===== src/rtl/segment_transition_ctl_pkg.sv =====
// Shared types and defaults for the segment transition controller.
// GPIO-triggered transitions exist only when SEGMENT_TRANSITION_GPIO_EN is defined.
package segment_transition_ctl_pkg;

  localparam int unsigned NumSegmentDefault = 4;
  localparam int unsigned IdxWidthDefault   = 13;
  localparam int unsigned RepWidthDefault   = 16;
  localparam int unsigned NumGpioDefault    = 4;

  localparam logic [RepWidthDefault-1:0] RepInfinite = '1;

  typedef enum logic [7:0] {
    TransitionModeSyncIdx = 8'h00,
    TransitionModeSysTime = 8'h01,
    TransitionModeGpio    = 8'h02,
    TransitionModeExt     = 8'hF0
  } transition_mode_t;

  typedef enum logic [1:0] {
    StRun      = 2'd0,
    StWaitSync = 2'd1,
    StWaitTime = 2'd2,
    StWaitGpio = 2'd3
  } seg_trans_state_t;

  function automatic logic mode_supported(logic [7:0] mode);
    logic ok;
    ok = (mode == TransitionModeSyncIdx) || (mode == TransitionModeSysTime) ||
         (mode == TransitionModeExt);
`ifdef SEGMENT_TRANSITION_GPIO_EN
    ok = ok || (mode == TransitionModeGpio);
`endif
    return ok;
  endfunction

endpackage


===== src/rtl/segment_transition_ctl_if.sv =====
// Request/playback bundle between the register bank (master) and the sequencer (slave).
// gpio_in is only consumed when SEGMENT_TRANSITION_GPIO_EN is defined.
interface segment_transition_ctl_if
  import segment_transition_ctl_pkg::*;
#(
  parameter int unsigned NumSegment = NumSegmentDefault,
  parameter int unsigned IdxWidth   = IdxWidthDefault,
  parameter int unsigned RepWidth   = RepWidthDefault,
  parameter int unsigned NumGpio    = NumGpioDefault
);
  localparam int unsigned SegW = $clog2(NumSegment);

  logic                                 update;
  logic [SegW-1:0]                      req_segment;
  logic [7:0]                           req_mode;
  logic [31:0]                          req_value;
  logic [NumSegment-1:0][IdxWidth-1:0]  cycle;
  logic [NumSegment-1:0][RepWidth-1:0]  rep;
  logic                                 tick;
  logic [31:0]                          sys_time;
  logic [NumGpio-1:0]                   gpio_in;

  logic [SegW-1:0]                      segment;
  logic [IdxWidth-1:0]                  idx;
  logic                                 stop;
  logic                                 pending;
  logic                                 err;

  modport master (
    output update, req_segment, req_mode, req_value, cycle, rep, tick, sys_time, gpio_in,
    input  segment, idx, stop, pending, err
  );

  modport slave (
    input  update, req_segment, req_mode, req_value, cycle, rep, tick, sys_time, gpio_in,
    output segment, idx, stop, pending, err
  );

endinterface


===== src/rtl/segment_transition_ctl_seg_loop_counter.sv =====
// Playback index and loop counter for the active segment; clear_i restarts it.
// rep_done_o flags the tick that would start loop rep_i+1 (finite repeat only).
module segment_transition_ctl_seg_loop_counter #(
  parameter int unsigned IdxWidth = 13,
  parameter int unsigned RepWidth = 16
) (
  input  logic                clk_i,
  input  logic                rst_i,
  input  logic                clear_i,
  input  logic                tick_i,
  input  logic [IdxWidth-1:0] cycle_i,
  input  logic [RepWidth-1:0] rep_i,
  output logic [IdxWidth-1:0] idx_o,
  output logic                stop_o,
  output logic                wrap_next_o,
  output logic                rep_done_o
);

  logic [IdxWidth-1:0] idx_q, idx_d;
  logic [RepWidth-1:0] loop_q, loop_d;
  logic                stop_q, stop_d;
  logic                advance;

  // >= rather than == so a CYCLE shrunk below the current index wraps on the next tick
  assign wrap_next_o = idx_q >= cycle_i;
  assign advance     = tick_i & ~stop_q;
  assign rep_done_o  = advance & wrap_next_o & ~(&rep_i) & (loop_q >= rep_i);

  always_comb begin
    idx_d  = idx_q;
    loop_d = loop_q;
    stop_d = stop_q;
    if (clear_i) begin
      idx_d  = '0;
      loop_d = '0;
      stop_d = 1'b0;
    end else if (rep_done_o) begin
      stop_d = 1'b1;
    end else if (advance) begin
      if (wrap_next_o) begin
        idx_d  = '0;
        loop_d = loop_q + RepWidth'(1);
      end else begin
        idx_d = idx_q + IdxWidth'(1);
      end
    end
  end

  always_ff @(posedge clk_i) begin
    if (rst_i) begin
      idx_q  <= '0;
      loop_q <= '0;
      stop_q <= 1'b0;
    end else begin
      idx_q  <= idx_d;
      loop_q <= loop_d;
      stop_q <= stop_d;
    end
  end

  assign idx_o  = idx_q;
  assign stop_o = stop_q;

endmodule


===== src/rtl/segment_transition_ctl.sv =====
// Segment sequencer: holds a segment-change request until its trigger, then restarts playback.
// Define SEGMENT_TRANSITION_GPIO_EN to enable GPIO rising-edge triggered transitions.
module segment_transition_ctl
  import segment_transition_ctl_pkg::*;
#(
  parameter int unsigned NumSegment = NumSegmentDefault,
  parameter int unsigned IdxWidth   = IdxWidthDefault,
  parameter int unsigned RepWidth   = RepWidthDefault,
  parameter int unsigned NumGpio    = NumGpioDefault
) (
  input logic                    CLK,
  input logic                    RST,
  segment_transition_ctl_if.slave bus
);

  localparam int unsigned     SegW    = $clog2(NumSegment);
  localparam logic [SegW-1:0] LastSeg = SegW'(NumSegment - 1);

  seg_trans_state_t state_q, state_d;
  logic [SegW-1:0]  seg_q, seg_d;
  logic [SegW-1:0]  target_q, target_d;
  logic [31:0]      value_q, value_d;
  logic             ext_armed_q, ext_armed_d;
  logic             pending_q, pending_d;
  logic             err_q, err_d;

  logic             req_ok;
  logic             switch_now;
  logic [SegW-1:0]  switch_seg;
  logic             wrap_next, stop, rep_done;
  logic [31:0]      time_diff;
  logic             time_reached;
  logic             gpio_edge;

  assign req_ok       = (32'(bus.req_segment) < NumSegment) && mode_supported(bus.req_mode);
  // Sign of the wrapped difference keeps the compare valid across SYS_TIME rollover
  assign time_diff    = bus.sys_time - value_q;
  assign time_reached = ~time_diff[31];

`ifdef SEGMENT_TRANSITION_GPIO_EN
  localparam int unsigned GpioSelW = (NumGpio > 1) ? $clog2(NumGpio) : 1;
  logic [NumGpio-1:0]  gpio_hist_q;
  logic [GpioSelW-1:0] gpio_sel;

  assign gpio_sel  = value_q[GpioSelW-1:0];
  assign gpio_edge = bus.gpio_in[gpio_sel] & ~gpio_hist_q[gpio_sel];

  always_ff @(posedge CLK) begin
    if (RST) begin
      gpio_hist_q <= '0;
    end else begin
      gpio_hist_q <= bus.gpio_in;
    end
  end
`else
  logic unused_gpio;
  assign unused_gpio = ^bus.gpio_in;
  assign gpio_edge   = 1'b0;
`endif

  always_comb begin
    state_d     = state_q;
    seg_d       = seg_q;
    target_d    = target_q;
    value_d     = value_q;
    ext_armed_d = ext_armed_q;
    pending_d   = pending_q;
    err_d       = err_q;
    switch_now  = 1'b0;
    switch_seg  = target_q;

    if (bus.update && req_ok) begin
      // An accepted request discards whatever trigger the older request had this cycle
      err_d       = 1'b0;
      target_d    = bus.req_segment;
      value_d     = bus.req_value;
      ext_armed_d = 1'b0;
      case (bus.req_mode)
        TransitionModeSyncIdx: begin
          state_d   = StWaitSync;
          pending_d = 1'b1;
        end
        TransitionModeSysTime: begin
          state_d   = StWaitTime;
          pending_d = 1'b1;
        end
        TransitionModeGpio: begin
          state_d   = StWaitGpio;
          pending_d = 1'b1;
        end
        default: begin
          switch_now  = 1'b1;
          switch_seg  = bus.req_segment;
          ext_armed_d = 1'b1;
        end
      endcase
    end else begin
      if (bus.update) begin
        err_d = 1'b1;
      end
      unique case (state_q)
        StRun: begin
          switch_now = rep_done & ext_armed_q;
          switch_seg = (seg_q == LastSeg) ? '0 : seg_q + SegW'(1);
        end
        StWaitSync: switch_now = bus.tick & (wrap_next | stop);
        StWaitTime: switch_now = time_reached;
        StWaitGpio: switch_now = gpio_edge;
        default:    switch_now = 1'b0;
      endcase
    end

    if (switch_now) begin
      seg_d     = switch_seg;
      state_d   = StRun;
      pending_d = 1'b0;
    end
  end

  always_ff @(posedge CLK) begin
    if (RST) begin
      state_q     <= StRun;
      seg_q       <= '0;
      target_q    <= '0;
      value_q     <= '0;
      ext_armed_q <= 1'b0;
      pending_q   <= 1'b0;
      err_q       <= 1'b0;
    end else begin
      state_q     <= state_d;
      seg_q       <= seg_d;
      target_q    <= target_d;
      value_q     <= value_d;
      ext_armed_q <= ext_armed_d;
      pending_q   <= pending_d;
      err_q       <= err_d;
    end
  end

  segment_transition_ctl_seg_loop_counter #(
    .IdxWidth(IdxWidth),
    .RepWidth(RepWidth)
  ) u_loop (
    .clk_i      (CLK),
    .rst_i      (RST),
    .clear_i    (switch_now),
    .tick_i     (bus.tick),
    .cycle_i    (bus.cycle[seg_q]),
    .rep_i      (bus.rep[seg_q]),
    .idx_o      (bus.idx),
    .stop_o     (stop),
    .wrap_next_o(wrap_next),
    .rep_done_o (rep_done)
  );

  assign bus.segment = seg_q;
  assign bus.stop    = stop;
  assign bus.pending = pending_q;
  assign bus.err     = err_q;

endmodule


===== src/flat_wrapper.sv =====
// flat-port wrapper written by rule: the top's interface ports become plain ports
module segment_transition_ctl_flat import segment_transition_ctl_pkg::*;
#(
  parameter int unsigned NumSegment = NumSegmentDefault,
  parameter int unsigned IdxWidth   = IdxWidthDefault,
  parameter int unsigned RepWidth   = RepWidthDefault,
  parameter int unsigned NumGpio    = NumGpioDefault
)
  (CLK, RST, bus_update, bus_req_segment, bus_req_mode, bus_req_value, bus_cycle, bus_rep, bus_tick, bus_sys_time, bus_gpio_in, bus_segment, bus_idx, bus_stop, bus_pending, bus_err);
  segment_transition_ctl_if #(.NumSegment(NumSegment), .IdxWidth(IdxWidth), .RepWidth(RepWidth), .NumGpio(NumGpio)) bus_i ();
  input logic CLK;
  input logic RST;
  input wire logic [$bits(bus_i.update)-1:0] bus_update;
  input wire logic [$bits(bus_i.req_segment)-1:0] bus_req_segment;
  input wire logic [$bits(bus_i.req_mode)-1:0] bus_req_mode;
  input wire logic [$bits(bus_i.req_value)-1:0] bus_req_value;
  input wire logic [$bits(bus_i.cycle)-1:0] bus_cycle;
  input wire logic [$bits(bus_i.rep)-1:0] bus_rep;
  input wire logic [$bits(bus_i.tick)-1:0] bus_tick;
  input wire logic [$bits(bus_i.sys_time)-1:0] bus_sys_time;
  input wire logic [$bits(bus_i.gpio_in)-1:0] bus_gpio_in;
  output wire logic [$bits(bus_i.segment)-1:0] bus_segment;
  output wire logic [$bits(bus_i.idx)-1:0] bus_idx;
  output wire logic [$bits(bus_i.stop)-1:0] bus_stop;
  output wire logic [$bits(bus_i.pending)-1:0] bus_pending;
  output wire logic [$bits(bus_i.err)-1:0] bus_err;
  assign bus_i.update = bus_update;
  assign bus_i.req_segment = bus_req_segment;
  assign bus_i.req_mode = bus_req_mode;
  assign bus_i.req_value = bus_req_value;
  assign bus_i.cycle = bus_cycle;
  assign bus_i.rep = bus_rep;
  assign bus_i.tick = bus_tick;
  assign bus_i.sys_time = bus_sys_time;
  assign bus_i.gpio_in = bus_gpio_in;
  assign bus_segment = bus_i.segment;
  assign bus_idx = bus_i.idx;
  assign bus_stop = bus_i.stop;
  assign bus_pending = bus_i.pending;
  assign bus_err = bus_i.err;
  segment_transition_ctl #(.NumSegment(NumSegment), .IdxWidth(IdxWidth), .RepWidth(RepWidth), .NumGpio(NumGpio)) u_core (.CLK(CLK), .RST(RST), .bus(bus_i));
endmodule

===== config.mk =====
export PLATFORM = sky130hd
export DESIGN_NAME = segment_transition_ctl_flat
export DESIGN_NICKNAME = d
export VERILOG_FILES = /design/src/rtl/segment_transition_ctl_pkg.sv /design/src/rtl/segment_transition_ctl_if.sv /design/src/rtl/segment_transition_ctl_seg_loop_counter.sv /design/src/rtl/segment_transition_ctl.sv /design/src/flat_wrapper.sv
export SDC_FILE = /design/constraint.sdc
export NUM_CORES = 1
export LEC_CHECK = 0
export ABC_AREA = 1
export BUFFER_PORTS_ARGS = -buffer_cell sky130_fd_sc_hd__buf_2
export CORE_MARGIN = 3
export CORE_UTILIZATION = 46
export CTS_CLUSTER_SIZE = 28
export DETAILED_ROUTE_END_ITERATION = 8
export GPL_ROUTABILITY_DRIVEN = 1
export PLACE_DENSITY_LB_ADDON = 0.25
export SLEW_MARGIN = 15
export SYNTH_ARGS = -nofsm -noshare
export SYNTH_HDL_FRONTEND = slang
export SYNTH_HIERARCHICAL = 1
export SYNTH_SLANG_ARGS = --single-unit

===== constraint.sdc =====
create_clock -name CLK -period 3.35 [get_ports CLK]
set_input_delay 0.1675 -clock CLK [delete_from_list [all_inputs] [get_ports CLK]]
set_output_delay 0.1675 -clock CLK [all_outputs]
set_load 0.05 [all_outputs]

# --- Word-level counts from Yosys, hierarchy flattened ---
# Cells that the tools add are included.
totals:
  regBits: 71
  output_inout_bits: 18
  elab_cells: 62
  inputBits: 198
classes:
  reduce_logical: 14
  magnitude_cmp: 3
  eq_ne: 7
  bitwise: 11
  muxes: 13
  add_sub_neg: 4
op_table:
  columns: ["cell", "n"]
  rows:
  - ["16-bit binary-select mux with 2-bit select", 1]
  - ["32-bit subtractor", 1]
  - ["13-bit binary-select mux with 2-bit select", 1]
  - ["13-bit 2-to-1 mux", 2]
  - ["16-bit by 1-bit adder with 16-bit output (second input constant)", 1]
  - ["16-bit greater-or-equal comparator", 1]
  - ["16-bit 2-to-1 mux", 1]
  - ["16-bit AND reduction", 1]
  - ["13-bit by 1-bit adder with 13-bit output (second input constant)", 1]
  - ["13-bit greater-or-equal comparator", 1]
  - ["8-bit by 1-bit == test with 1-bit output (second input constant)", 1]
  - ["8-bit by 2-bit == test with 1-bit output (second input constant)", 1]
  - ["8-bit == test (second input constant)", 1]
  - ["8-bit zero test", 1]
  - ["2-bit 2-to-1 mux", 4]
  - ["1-bit bitwise AND", 6]
  - ["2-bit == test (second input constant)", 3]
  - ["2-bit one-hot mux with 3 select lines", 1]
  - ["2-bit AND reduction", 3]
  - ["1-bit NOT", 4]
  - ["1-bit one-hot mux with 4 select lines", 1]
  - ["2-bit OR reduction", 2]
  - ["2-bit by 3-bit < comparator with 1-bit output (second input constant)", 1]
  - ["3-bit AND reduction", 1]
  - ["9 further kinds", 11]

# --- Logic depth before layout (Yosys ltp) ---
depth:
  word_depth: 10
  mapped_depth: 27

# --- Modules after synthesis ---
# The synthesis kept the hierarchy.
modules_own_cells:
  columns: ["module", "seq_area_each_um2", "cells_per_inst", "area_each_um2", "n_inst"]
  rows:
  - ["segment_transition_ctl", 820.8, 504, 3228.1, 1]
  - ["segment_transition_ctl_seg_loop_counter", 600.6, 416, 2656.3, 1]

# --- Worst setup path before layout ---
# OpenSTA, ideal clock, no wires.
synth_timing:
  kind: "flip-flop to flip-flop"
  startpoint: "register u_core.seg_q[0] (netlist: u_core/bus.segment[0])"
  endpoint: "register u_core.u_loop.idx_q[0] (netlist: u_core/u_loop/idx_o[0])"
  n_path_buf: 5
  synth_period_minus_slack_ps: 4007
  t_arrival_ps: 3936
  path_stages_with_launch: 25
  slack_ps: -657
  setup_time_ps: 71
  t_required_ps: 3279
  path_cell_list: "dfxtp_1 clkbuf_1 clkbuf_1 buf_2 nor2_1 o22ai_1 inv_1 ha_1 nand2_1 inv_1 o21ai_0 nand2_1 nor2_1 nand3_1 nand3_4 buf_6 inv_1 a31oi_1 nand3_2 nand2_4 inv_2 nor2_1 inv_1 clkbuf_1 a21oi_1"
synth_between:
  elab_chain_cells: 10
synth_lines:
  columns: ["element", "line", "source"]
  rows:
  - ["start, declared", "segment_transition_ctl.sv:20", "logic [SegW-1:0] seg_q, seg_d;"]
  - ["start signal, assigned", "segment_transition_ctl.sv:131", "seg_q <= seg_d;"]
  - ["13-bit binary-select mux with 2-bit select or 16-bit binary-select mux with 2-bit select (tied branches)", "segment_transition_ctl.sv:148, segment_transition_ctl.sv:149", null]
  - ["13-bit 2-to-1 mux (not written as such) or 16-bit 2-to-1 mux (tied branches)", "segment_transition_ctl.sv:148, segment_transition_ctl.sv:149", null]
  - ["13-bit greater-or-equal comparator or 16-bit AND reduction (tied branches)", "segment_transition_ctl_seg_loop_counter.sv:25, segment_transition_ctl_seg_loop_counter.sv:27", null]
  - ["1-bit bitwise AND or 1-bit NOT (tied branches)", "segment_transition_ctl_seg_loop_counter.sv:27", "assign rep_done_o = advance & wrap_next_o & ~(&rep_i) & (loop_q >= rep_i);"]
  - ["1-bit bitwise AND", "segment_transition_ctl_seg_loop_counter.sv:27", null]
  - ["1-bit bitwise AND (*)", "segment_transition_ctl_seg_loop_counter.sv:27", null]
  - ["via u_core.rep_done", "segment_transition_ctl.sv:30", "logic wrap_next, stop, rep_done;"]
  - ["1-bit bitwise AND (*)", "segment_transition_ctl.sv:103", "switch_now = rep_done & ext_armed_q;"]
  - ["1-bit one-hot mux with 4 select lines (*)", "segment_transition_ctl.sv:101", "unique case (state_q)"]
  - ["1-bit 2-to-1 mux (*)", "segment_transition_ctl.sv:72", "if (bus.update && req_ok) begin"]
  - ["via u_core.switch_now", "segment_transition_ctl.sv:28", "logic switch_now;"]
  - ["2-bit OR reduction (no line) (*)", null, null]
  - ["end signal, assigned", "segment_transition_ctl_seg_loop_counter.sv:55", "idx_q <= idx_d;"]
  - ["end, declared", "segment_transition_ctl_seg_loop_counter.sv:19", "logic [IdxWidth-1:0] idx_q, idx_d;"]
# The timed path passes the listed nets; every way through them passes the cells marked *. The select of a mux whose other input is x is not followed.
# A chain may end at the register's enable or synchronous reset.

# --- Worst setup path in the final report ---
layout_timing:
  startpoint: "register u_core.seg_q[0] (netlist: u_core/bus.segment[0])"
  endpoint: "register u_core.u_loop.loop_q[6]"
layout_between:
  elab_chain_cells: 10
layout_lines:
  columns: ["element", "line", "source"]
  rows:
  - ["13-bit binary-select mux with 2-bit select or 16-bit binary-select mux with 2-bit select (tied branches)", "segment_transition_ctl.sv:148, segment_transition_ctl.sv:149", null]
  - ["13-bit 2-to-1 mux (not written as such) or 16-bit 2-to-1 mux (tied branches)", "segment_transition_ctl.sv:148, segment_transition_ctl.sv:149", null]
  - ["13-bit greater-or-equal comparator or 16-bit AND reduction (tied branches)", "segment_transition_ctl_seg_loop_counter.sv:25, segment_transition_ctl_seg_loop_counter.sv:27", null]
  - ["1-bit bitwise AND or 1-bit NOT (tied branches)", "segment_transition_ctl_seg_loop_counter.sv:27", null]
  - ["1-bit bitwise AND", "segment_transition_ctl_seg_loop_counter.sv:27", null]
  - ["1-bit bitwise AND (*)", "segment_transition_ctl_seg_loop_counter.sv:27", null]
  - ["via u_core.rep_done", "segment_transition_ctl.sv:30", null]
  - ["1-bit bitwise AND (*)", "segment_transition_ctl.sv:103", null]
  - ["1-bit one-hot mux with 4 select lines (*)", "segment_transition_ctl.sv:101", null]
  - ["1-bit 2-to-1 mux (*)", "segment_transition_ctl.sv:72", null]
  - ["via u_core.switch_now", "segment_transition_ctl.sv:28", null]
  - ["2-bit OR reduction (no line) (*)", null, null]
  - ["end signal, assigned", "segment_transition_ctl_seg_loop_counter.sv:56", "loop_q <= loop_d;"]
  - ["end, declared", "segment_transition_ctl_seg_loop_counter.sv:20", "logic [RepWidth-1:0] loop_q, loop_d;"]
# Marks and branches as above.

==> flow_summary.toml <==
[layout]
area.growth.synth_to_final_pct = 29.1
nNetsFinal = 1389
design_area_um2 = 7600
drive_above_1_share_pct = 26.5
diodes = 0
layout.cells.most_common = "buf_2"
final_cell_mix = "buf_2, nand2_1, nor2_1"

[timing]
period_needed_ps = 3120
worst_slew_pin_slew_ps = 1060
fin_setup_tns_ps = 0
slew_violations = 0
min_period_over_period_pct = 93.1
setup_viol = 0
finClkSkew_ps = 7.30
finalHoldViolCount = 0
setup_slack_ps = 232
fmax_ghz = 0.321
relSlewSlack_pct = 29.4

[cts]
path_clk_slew_ps = 60
cts_buffers = 9
clockRootBuffer = "clkbuf_16"
cts_tree = "done"
cts_max_path_buffers = 2
clk_latency_ps = 340
numClockSinks = 71
cts_hold_buf = 0
h-tree-depth = 3

[critical_path]
rrSetupSlack_ps = 230
cp.required_ps = 3620
slowest_delay_ps = 450
crit_buf_inv = 6
cp_data_arrival_time_ps = 3390
crit_family = "simple AND/OR/NAND/NOR gates"
start_kind = "flop"
crit_type = "reg -> reg"
cp_max_fo = 16
crit_top_cell = "nand2_1"
cp-end-kind = "flop"
crit_path_top_delay_cell = "dfxtp_4"
crit_chain = "buf_16, o21ai_0, o22ai_1, inv_1, ha_1, nand2_1, inv_2, nand2_1, nand2_1, nand2_2, nand3_2, nor2_4, nor2_4, nand3_4, inv_1, a31oi_1, nand3_2, nand2_4, inv_2, nor2_4, buf_6, nand2_1, nor2_1"

[status]
status = "finished clean"

[global_route]
grt_max_degree = 63
grt_overflow = 0
grt_first_pass_wirelength_um = 27400
antenna_found_initial = 0
grt_pass1_vias = 6015
grt_use_total_pct = 23.4

[synth]
synth_area_per_cell_um2 = 6.40
ys_seq_area_share_pct = 24.2
synth.distinct_cells = 39
synth_area_um2 = 5880
yosys_warnings = 6
synth_cells = 920
synthesis.nets = 1180
ys_ff_latch = 71

[route]
via_per_inst = 5.12
dr.first_iter.drc_count = 475
drc_errors = 0
vias = 6664
first_pass_iters = 5
ant_nets = 0
wirelength_um = 18100
wl_per_cell_um = 13.9

[die]
fp-row-count = 40
die-area_um2 = 14200
die_h_um = 119
io-pin-count = 216
die_w_um = 119
coreArea_um2 = 12300
start_util_pct = 48.0

[placement]
dpl-instance-area_um2 = 7120
portBuffers = 211
pre_cts_ws_ps = 167
dp_hpwl_um = 13200
gp_congestion = 0.821

[flow_run]
maxCapViolCount = 0

[hold_path]
worstHoldPathType = "in -> reg"

[power_and_ir_drop]
p_per_area_nw_per_um2 = 295
ir_drop_v = 0.000204
leakagePower_nw = 3.76
sequential cells by signal, indices dropped and copies added, names as in the netlist:
name	flops
u_core/bus.segment	2
u_core/bus.pending	1
u_core/u_loop/idx_o	13
u_core/state_q	2
u_core/target_q	2
u_core/value_q	32
u_core/u_loop/stop_o	1
u_core/ext_armed_q	1
u_core/u_loop/loop_q	16
u_core/bus.err	1
per-stage QoR:
stage / hold slack (ps) / std cells / total power [mW] / util (%)
2_1_floorplan: 237 / 920 / 1.10 / -
3_3_place_gp: 395 / 1277 / 1.27 / 58.1
3_5_place_dp: 406 / 1277 / 1.28 / 58.1
4_1_cts: 52.8 / 1293 / 2.24 / 60.5
5_1_grt: 54.0 / 1302 / 2.36 / 62.0
6_report: 60.6 / 1302 / 2.24 / 62.0
path summary, 6_finish.rpt:
kind,end,cells past startpoint,start
worst max-delay path,u_core/u_loop/loop_q[6],23,u_core/bus.segment[0]
worst min-delay path,u_core/value_q[0],3,bus_req_value[0]
worst max register to register,u_core/u_loop/loop_q[6],23,u_core/bus.segment[0]
worst min register to register,u_core/value_q[6],2,u_core/value_q[6]
synthesized netlist by cell type:
cell type | count | share of area (%)
nand3_2 | 4 | 0.68
clkbuf_1 | 20 | 1.3
nand3_4 | 2 | 0.60
nand3b_1 | 1 | 0.13
a21oi_2 | 2 | 0.30
o21ai_0 | 96 | 8.2
nor4_1 | 3 | 0.32
a31oi_1 | 2 | 0.21
o22ai_1 | 30 | 3.2
clkbuf_2 | 1 | 0.085
nor2_2 | 7 | 0.74
nor3_1 | 8 | 0.68
nand2_1 | 170 | 11
a21o_1 | 1 | 0.13
inv_2 | 4 | 0.26
and2_4 | 1 | 0.15
inv_1 | 120 | 7.7
nor2_4 | 4 | 0.77
nor2_1 | 129 | 8.2
a31o_2 | 1 | 0.15
buf_2 | 8 | 0.68
nand2_4 | 3 | 0.57
and3_4 | 1 | 0.19
a21oi_1 | 76 | 6.5
o31ai_1 | 1 | 0.13
buf_6 | 9 | 1.7
or2_2 | 1 | 0.11
o21bai_1 | 1 | 0.13
nand3_1 | 51 | 4.3
nand2_2 | 5 | 0.53
xnor2_1 | 7 | 1.0
xor2_1 | 3 | 0.45
a21oi_4 | 1 | 0.28
o21ai_1 | 2 | 0.17
buf_1 | 1 | 0.064
ha_1 | 62 | 13
o2111ai_1 | 2 | 0.30
nand4_1 | 9 | 0.96
dfxtp_1 | 71 | 24
cell type report:
class | count | area, um^2
timing repair buffer | 237 | 1370
fill | 1198 | 4660
multi-input combinational | 686 | 3810
tap | 168 | 210
inverter | 124 | 475
clock inverter | 6 | 68.8
sequential | 71 | 1430
clock buffer | 10 | 229
cell families (layout without fill, tap and decap cells):
family / after synthesis / in the layout / share of synthesized area [%]
simple gates: 399 / 399 / 29.8
buf+inv: 163 / 377 / 11.7
flops: 71 / 71 / 24.2
compound gates: 215 / 215 / 19.6
xor+xnor: 10 / 10 / 1.49
fa+ha+maj: 62 / 62 / 13.2
metal layers:
layer	share of wire (%)	routed length (um)	vias up	GRT usage, %
met4	1.9	350	0	7.53
li1	-	-	3457	-
met5	0	0	-	0
met3	6.7	1220	25	4.56
met2	47	8580	245	39.8
met1	44	7940	2937	29.6
tightest hold or removal path, delay by kind of cell:
| family | cells | cell delay, ps |
|---|---|---|
| buffers and inverters | 1 | 80 |
| and+or+nand+nor | 2 | 120 |
report_power, final:
| part | internal [mW] | switching (mW) |
|---|---|---|
| clock network | 0.581 | 0.388 |
| logic | 0.182 | 0.221 |
| registers | 0.854 | 0.0131 |
| total | 1.62 | 0.622 |
timing repair:
| action | 4_1_cts | 5_1_grt |
|---|---|---|
| hold endpoints to repair | 0 | 0 |
| gates resized for setup | 0 | 18 |
| setup buffers | 0 | 5 |
| setup endpoints to repair | 0 | 30 |
(Power assumes the default switching activity.)
